## config.mk

```make
export PLATFORM = sky130hd
export DESIGN_NAME = vx_result_gather
export DESIGN_NICKNAME = d
export VERILOG_FILES = /design/src/rtl/vx_result_gather.sv
export SDC_FILE = /design/constraint.sdc
export NUM_CORES = 1
export LEC_CHECK = 0
export CORE_ASPECT_RATIO = 1.2
export CORE_UTILIZATION = 40
export DETAILED_ROUTE_END_ITERATION = 16
export SKIP_CTS_REPAIR_TIMING = 1
export SLEW_MARGIN = 0
export SYNTH_ARGS = -nofsm -noshare
export SYNTH_HDL_FRONTEND = slang
export SYNTH_SLANG_ARGS = --single-unit
export TNS_END_PERCENT = 100
```

## constraint.sdc

```tcl
create_clock -name clk -period 2.4 [get_ports clk]
set_input_delay 0.48 -clock clk [delete_from_list [all_inputs] [get_ports clk]]
set_output_delay 0.48 -clock clk [all_outputs]
set_load 0.01 [all_outputs]
```

## src/rtl/vx_result_gather.sv

```systemverilog
// Reassembles pid-indexed narrow result packets of one instruction into a
// single full-warp writeback beat, presented on a registered valid/ready port.
module vx_result_gather #(
  parameter int NUM_THREADS   = 4,
  parameter int NUM_LANES     = 2,
  parameter int XLEN          = 32,
  parameter int NW_WIDTH      = 2,
  parameter int UUID_WIDTH    = 44,
  parameter int PC_BITS       = 30,
  parameter int NUM_REGS_BITS = 6,
  parameter int PID_WIDTH     = ((NUM_THREADS / NUM_LANES) > 1) ? $clog2(NUM_THREADS / NUM_LANES) : 1
) (
  input  logic                        clk,
  input  logic                        reset,
  input  logic                        in_valid,
  input  logic [UUID_WIDTH-1:0]       in_uuid,
  input  logic [NW_WIDTH-1:0]         in_wid,
  input  logic [NUM_LANES-1:0]        in_tmask,
  input  logic [PC_BITS-1:0]          in_PC,
  input  logic                        in_wb,
  input  logic [NUM_REGS_BITS-1:0]    in_rd,
  input  logic [NUM_LANES*XLEN-1:0]   in_data,
  input  logic [PID_WIDTH-1:0]        in_pid,
  input  logic                        in_sop,
  input  logic                        in_eop,
  output logic                        in_ready,
  output logic                        out_valid,
  output logic [UUID_WIDTH-1:0]       out_uuid,
  output logic [NW_WIDTH-1:0]         out_wid,
  output logic [NUM_THREADS-1:0]      out_tmask,
  output logic [PC_BITS-1:0]          out_PC,
  output logic                        out_wb,
  output logic [NUM_REGS_BITS-1:0]    out_rd,
  output logic [NUM_THREADS*XLEN-1:0] out_data,
  input  logic                        out_ready,
  output logic                        proto_err
);

  localparam int NUM_PKTS = NUM_THREADS / NUM_LANES;

  typedef enum logic {IDLE, GATHER} state_e;

  state_e                      state_q, state_d;
  logic [NUM_THREADS-1:0]      acc_tmask_q, acc_tmask_d;
  logic [NUM_THREADS*XLEN-1:0] acc_data_q, acc_data_d;
  logic [UUID_WIDTH-1:0]       hdr_uuid_q, hdr_uuid_d;
  logic [NW_WIDTH-1:0]         hdr_wid_q, hdr_wid_d;
  logic [PC_BITS-1:0]          hdr_pc_q, hdr_pc_d;
  logic                        hdr_wb_q, hdr_wb_d;
  logic [NUM_REGS_BITS-1:0]    hdr_rd_q, hdr_rd_d;

  logic                        out_valid_q, out_valid_d;
  logic [UUID_WIDTH-1:0]       out_uuid_q, out_uuid_d;
  logic [NW_WIDTH-1:0]         out_wid_q, out_wid_d;
  logic [NUM_THREADS-1:0]      out_tmask_q, out_tmask_d;
  logic [PC_BITS-1:0]          out_pc_q, out_pc_d;
  logic                        out_wb_q, out_wb_d;
  logic [NUM_REGS_BITS-1:0]    out_rd_q, out_rd_d;
  logic [NUM_THREADS*XLEN-1:0] out_data_q, out_data_d;
  logic                        err_q, err_d;

  logic                        fire;
  logic                        sop_eff, eop_eff, fmt_err;
  logic [PID_WIDTH-1:0]        pid_eff;
  logic [NUM_THREADS-1:0]      wr_en, wr_tmask, base_tmask, mrg_tmask;
  logic [NUM_THREADS*XLEN-1:0] wr_data, base_data, mrg_data;

  assign in_ready = !out_valid_q || out_ready;
  assign fire     = in_valid && in_ready;

  // With one packet per warp every packet is a complete instruction; pid and
  // framing are ignored for placement, bad framing is only flagged.
  generate
    if (NUM_PKTS == 1) begin : g_single
      assign pid_eff = '0;
      assign sop_eff = 1'b1;
      assign eop_eff = 1'b1;
      assign fmt_err = !(in_sop && in_eop);
    end else begin : g_multi
      assign pid_eff = in_pid;
      assign sop_eff = in_sop;
      assign eop_eff = in_eop;
      assign fmt_err = 1'b0;
    end
  endgenerate

  // Scatter packet lanes to their thread slots; inactive lanes contribute zero data.
  always_comb begin
    wr_en    = '0;
    wr_tmask = '0;
    wr_data  = '0;
    for (int unsigned t = 0; t < NUM_THREADS; t++) begin
      if ((t / NUM_LANES) == 32'(pid_eff)) begin
        wr_en[t]    = 1'b1;
        wr_tmask[t] = in_tmask[t % NUM_LANES];
        if (in_tmask[t % NUM_LANES])
          wr_data[t*XLEN +: XLEN] = in_data[(t % NUM_LANES)*XLEN +: XLEN];
      end
    end
  end

  // A sop packet always merges into a cleared accumulator.
  assign base_tmask = sop_eff ? '0 : acc_tmask_q;
  assign base_data  = sop_eff ? '0 : acc_data_q;
  assign mrg_tmask  = (base_tmask & ~wr_en) | wr_tmask;

  always_comb begin
    mrg_data = base_data;
    for (int unsigned t = 0; t < NUM_THREADS; t++) begin
      if (wr_en[t])
        mrg_data[t*XLEN +: XLEN] = wr_data[t*XLEN +: XLEN];
    end
  end

  always_comb begin
    state_d     = state_q;
    acc_tmask_d = acc_tmask_q;
    acc_data_d  = acc_data_q;
    hdr_uuid_d  = hdr_uuid_q;
    hdr_wid_d   = hdr_wid_q;
    hdr_pc_d    = hdr_pc_q;
    hdr_wb_d    = hdr_wb_q;
    hdr_rd_d    = hdr_rd_q;
    out_valid_d = out_valid_q;
    out_uuid_d  = out_uuid_q;
    out_wid_d   = out_wid_q;
    out_tmask_d = out_tmask_q;
    out_pc_d    = out_pc_q;
    out_wb_d    = out_wb_q;
    out_rd_d    = out_rd_q;
    out_data_d  = out_data_q;
    err_d       = err_q;

    if (out_valid_q && out_ready) begin
      out_valid_d = 1'b0;
      out_uuid_d  = '0;
      out_wid_d   = '0;
      out_tmask_d = '0;
      out_pc_d    = '0;
      out_wb_d    = 1'b0;
      out_rd_d    = '0;
      out_data_d  = '0;
    end

    // A load below overrides the handshake clear, giving back-to-back beats.
    if (fire) begin
      if (fmt_err)
        err_d = 1'b1;
      if (state_q == GATHER && in_wid != hdr_wid_q)
        err_d = 1'b1;

      if (sop_eff) begin
        if (state_q == GATHER)
          err_d = 1'b1;
        if (eop_eff) begin
          out_valid_d = 1'b1;
          out_uuid_d  = in_uuid;
          out_wid_d   = in_wid;
          out_pc_d    = in_PC;
          out_wb_d    = in_wb;
          out_rd_d    = in_rd;
          out_tmask_d = mrg_tmask;
          out_data_d  = mrg_data;
          acc_tmask_d = '0;
          acc_data_d  = '0;
          state_d     = IDLE;
        end else begin
          hdr_uuid_d  = in_uuid;
          hdr_wid_d   = in_wid;
          hdr_pc_d    = in_PC;
          hdr_wb_d    = in_wb;
          hdr_rd_d    = in_rd;
          acc_tmask_d = mrg_tmask;
          acc_data_d  = mrg_data;
          state_d     = GATHER;
        end
      end else if (state_q == GATHER) begin
        if (eop_eff) begin
          out_valid_d = 1'b1;
          out_uuid_d  = hdr_uuid_q;
          out_wid_d   = hdr_wid_q;
          out_pc_d    = hdr_pc_q;
          out_wb_d    = hdr_wb_q;
          out_rd_d    = hdr_rd_q;
          out_tmask_d = mrg_tmask;
          out_data_d  = mrg_data;
          acc_tmask_d = '0;
          acc_data_d  = '0;
          state_d     = IDLE;
        end else begin
          acc_tmask_d = mrg_tmask;
          acc_data_d  = mrg_data;
        end
      end else begin
        err_d = 1'b1;
      end
    end
  end

  always_ff @(posedge clk or negedge reset) begin
    if (!reset) begin
      state_q     <= IDLE;
      acc_tmask_q <= '0;
      acc_data_q  <= '0;
      hdr_uuid_q  <= '0;
      hdr_wid_q   <= '0;
      hdr_pc_q    <= '0;
      hdr_wb_q    <= 1'b0;
      hdr_rd_q    <= '0;
      out_valid_q <= 1'b0;
      out_uuid_q  <= '0;
      out_wid_q   <= '0;
      out_tmask_q <= '0;
      out_pc_q    <= '0;
      out_wb_q    <= 1'b0;
      out_rd_q    <= '0;
      out_data_q  <= '0;
      err_q       <= 1'b0;
    end else begin
      state_q     <= state_d;
      acc_tmask_q <= acc_tmask_d;
      acc_data_q  <= acc_data_d;
      hdr_uuid_q  <= hdr_uuid_d;
      hdr_wid_q   <= hdr_wid_d;
      hdr_pc_q    <= hdr_pc_d;
      hdr_wb_q    <= hdr_wb_d;
      hdr_rd_q    <= hdr_rd_d;
      out_valid_q <= out_valid_d;
      out_uuid_q  <= out_uuid_d;
      out_wid_q   <= out_wid_d;
      out_tmask_q <= out_tmask_d;
      out_pc_q    <= out_pc_d;
      out_wb_q    <= out_wb_d;
      out_rd_q    <= out_rd_d;
      out_data_q  <= out_data_d;
      err_q       <= err_d;
    end
  end

  assign out_valid = out_valid_q;
  assign out_uuid  = out_uuid_q;
  assign out_wid   = out_wid_q;
  assign out_tmask = out_tmask_q;
  assign out_PC    = out_pc_q;
  assign out_wb    = out_wb_q;
  assign out_rd    = out_rd_q;
  assign out_data  = out_data_q;
  assign proto_err = err_q;

endmodule
```

==> results_dict.tcl, run 1 <==
set metrics [dict create \
    p_switching_mw 5.577 \
    worstMarginPinSlew_ps 981.7 \
    timing.rr.end "acc_data_q[68]" \
    syn_area_per_cell_um2 12.22 \
    p_leak_nw 11.40 \
    worstReg2RegStart "out_valid" \
    start_util 0.4074 \
    reg2reg_depth 5 \
    yosysWarnings 0 \
    io_pins 374 \
    tritoncts "done" \
    root_buffer "clkbuf_16" \
    clock_latency_ps 580 \
    comb_power_share 0.218 \
    dr.pass1.iters 4 \
    place_ws_ps -156.8 \
    vdd_drop_max_uv 453.3 \
    whs_ps 486.3 \
    rrSetupSlack_ps 490 \
    hp-class "in2async" \
    synth.top_cell.area_share 0.5762 \
    clock-sinks 433 \
    gp_congestion 0.7692 \
    required_ps 1920 \
    cp-startpoint "out_ready" \
    synth_flop_cell "dfrtp_1" \
    viasPerCell 5.577 \
    fin_util 0.5400 \
    layout_common_cells "433 x dfrtp_1, 369 x clkdlybuf4s50_1, 280 x nand2_1, 132 x mux2i_1, 132 x o2bb2ai_1" \
    rsz0062_at_grt "no" \
    synthesis.area_um2 18800 \
    wl_per_cell_um 21.61 \
    netlist_instances 1539 \
    hold_viol 0 \
    maxCapViolations 0 \
    cp-start-kind "input pin" \
    status "completed" \
    finalCriticalPeriod_ps 2280 \
    portBuffers 373 \
    synth_edf_count 0 \
    fmax_mhz 438.6 \
    fp.coreArea_um2 46160 \
    grt_use_total 0.2267 \
    seq_area_frac_synth 0.5762 \
    row_count 86 \
    layout_commonest_cell "dfrtp_1" \
    die-area_um2 47890 \
    grt_pass1_wl_mm 84.61 \
    drive_above_1_share 0.1189 \
    wirelength_mm 54.47 \
    power-per-cell-area_nw_per_um2 818.9 \
    drt_first_iter_violations 699 \
    grt_remaining_overflow 0 \
    setup_viol 0 \
    die_x_um 199.9 \
    clockPowerShare 0.340 \
    cts_buffers 46 \
    dp.cells 2434 \
    setup.worst_path.end "in_ready" \
    setup_slack_ps 120.2 \
    synth.area.top_cells "dfrtp_1 58%, mux2i_1 7.0%, o2bb2ai_1 6.1%, nand2_1 5.6%, mux2_4 5.6%" \
    grt_max_degree 135 \
    htreeDepth 2 \
    nets 2023 \
    drc 0 \
    async_flop_share 1.000 \
    crit_fanout 5 \
    p_sw_frac 0.2732 \
    syn-num-nets 1695 \
    yosysTopAreaCell "dfrtp_1" \
    hpwl_mm 33.92 \
    crit_arrival_ps 1800 \
    p_seq_frac 0.441 \
    finalNonFillerCells 2521 \
    critPathCaptureType "primary output" \
    num_vias 14060 \
    grt_pass1_vias 14580 \
    drtAntennaViolNets 0 \
    die_y_um 239.5 \
    post-route-period-util 0.9499 \
    finalMaxSlewViolations 0 \
    clockBufferDepth 3 \
    antenna_found_initial 9 \
    relSlewSlack 0.3441 \
    ys_seq_elements 433 \
    skew_ps 13.48 \
    area_delta_synth_final_pct 32.55 \
    yosysUniqueCellTypes 33 \
    clk_pin_slew_ps 60 \
    crit_type "in2out" \
    internal_power_mw 14.83 \
]
## synthesized netlist by cell type, types with 2 or more instances
master     number
a31oi_1         2
nor2_1          2
buf_6          16
buf_2          39
a22oi_1        84
buf_4          12
o2bb2ai_1     132
nand2_1       281
mux2_4         70
buf_1           6
mux2i_1       132
nor2b_1         3
a32oi_1        64
nand2b_1        3
a2bb2oi_1      64
mux2_2         13
clkbuf_1       84
dfrtp_1       433
a21oi_1         4
o22ai_1        82
## registers in the layout (all words and copies together) (netlist names)
register     cells
acc_data_q     128
acc_tmask_q      4
hdr_pc_q        30
hdr_rd_q         6
hdr_uuid_q      44
hdr_wb_q         1
hdr_wid_q        2
out_PC          30
out_data       128
out_rd           6
out_tmask        4
out_uuid        44
out_valid        1
out_wb           1
out_wid          2
proto_err        1
state_q          1
## per-stage QoR
stage / TNS, ps / power (mW) / cell area [um^2]
floorplan: 0 / 11.17 / 18800
global placement: -20950 / 13.51 / 23450
detailed placement: -25280 / 13.62 / 23450
CTS: -25.14 / 20.67 / 24900
global route: 0 / 21.37 / 24920
finish: 0 / 20.41 / 24930
## worst max-delay path: stages
cell and delay (ps):
clkdlybuf4s50_1 520, nand2b_2 230, clkdlybuf4s50_1 560
## how the worst min path moves through the flow
stage                         start         endpoint  slack, ps  cells after the start
floorplan                     reset    acc_data_q[0]        180                      0
detailed placement   acc_tmask_q[2]   acc_tmask_q[2]        470                      1
global placement     acc_tmask_q[2]   acc_tmask_q[2]        470                      1
finish                        reset   acc_data_q[46]        490                      2
global route        acc_data_q[122]  acc_data_q[122]        500                      1
CTS                           reset   acc_data_q[44]       -110                      1
## kinds of logic after synthesis
kind of cell           share of synthesized area
flip-flops                                0.5762
AO/OA/AOI/OAI                             0.1839
AND/OR/NAND/NOR                          0.06208
XOR/XNOR                               0.0009317
buffers and inverters                    0.04292
multiplexers                              0.1339
## per-layer routing
metal,vias up,GRT usage,routed length (um)
met3,98,0.04985,3420
met1,7152,0.3067,23630
met4,8,0.09785,1831
met2,406,0.3488,25540
met5,-,0,51
li1,6395,-,-
## area by class of cell
type | instances | area (um^2)
diodes | 5 | 12.51
flip-flops and latches | 433 | 10840
clock inverters | 8 | 68.82
multi-input cells | 948 | 7203
well taps | 616 | 770.7
fillers | 3946 | 21240
clock buffers | 73 | 1384
inverters | 1 | 3.754
repair buffers | 437 | 4647
## power by group through the flow
stage               sequential (mW)  clock (mW)  combinational (mW)
detailed placement             9.13           0                4.49
global route                   9.12        7.41                4.83
CTS                            9.01        7.14                4.51
floorplan                      9.25           0                1.93
global placement               9.09           0                4.42
finish                         9.01        6.94                4.46
Note: power is estimated with default switching activity, not from simulation.
==> run 2: changes to the inputs <==
--- a/config.mk
+++ b/config.mk
@@ -5,6 +5,7 @@
 export SDC_FILE = /design/constraint.sdc
 export NUM_CORES = 1
 export LEC_CHECK = 0
+export ABC_CLOCK_PERIOD_IN_PS = 2400
 export CORE_ASPECT_RATIO = 1.2
 export CORE_UTILIZATION = 40
 export DETAILED_ROUTE_END_ITERATION = 16
==> results of run 2 <==
Same layout as run 1: the final DEF is identical, and so are final timing and power.
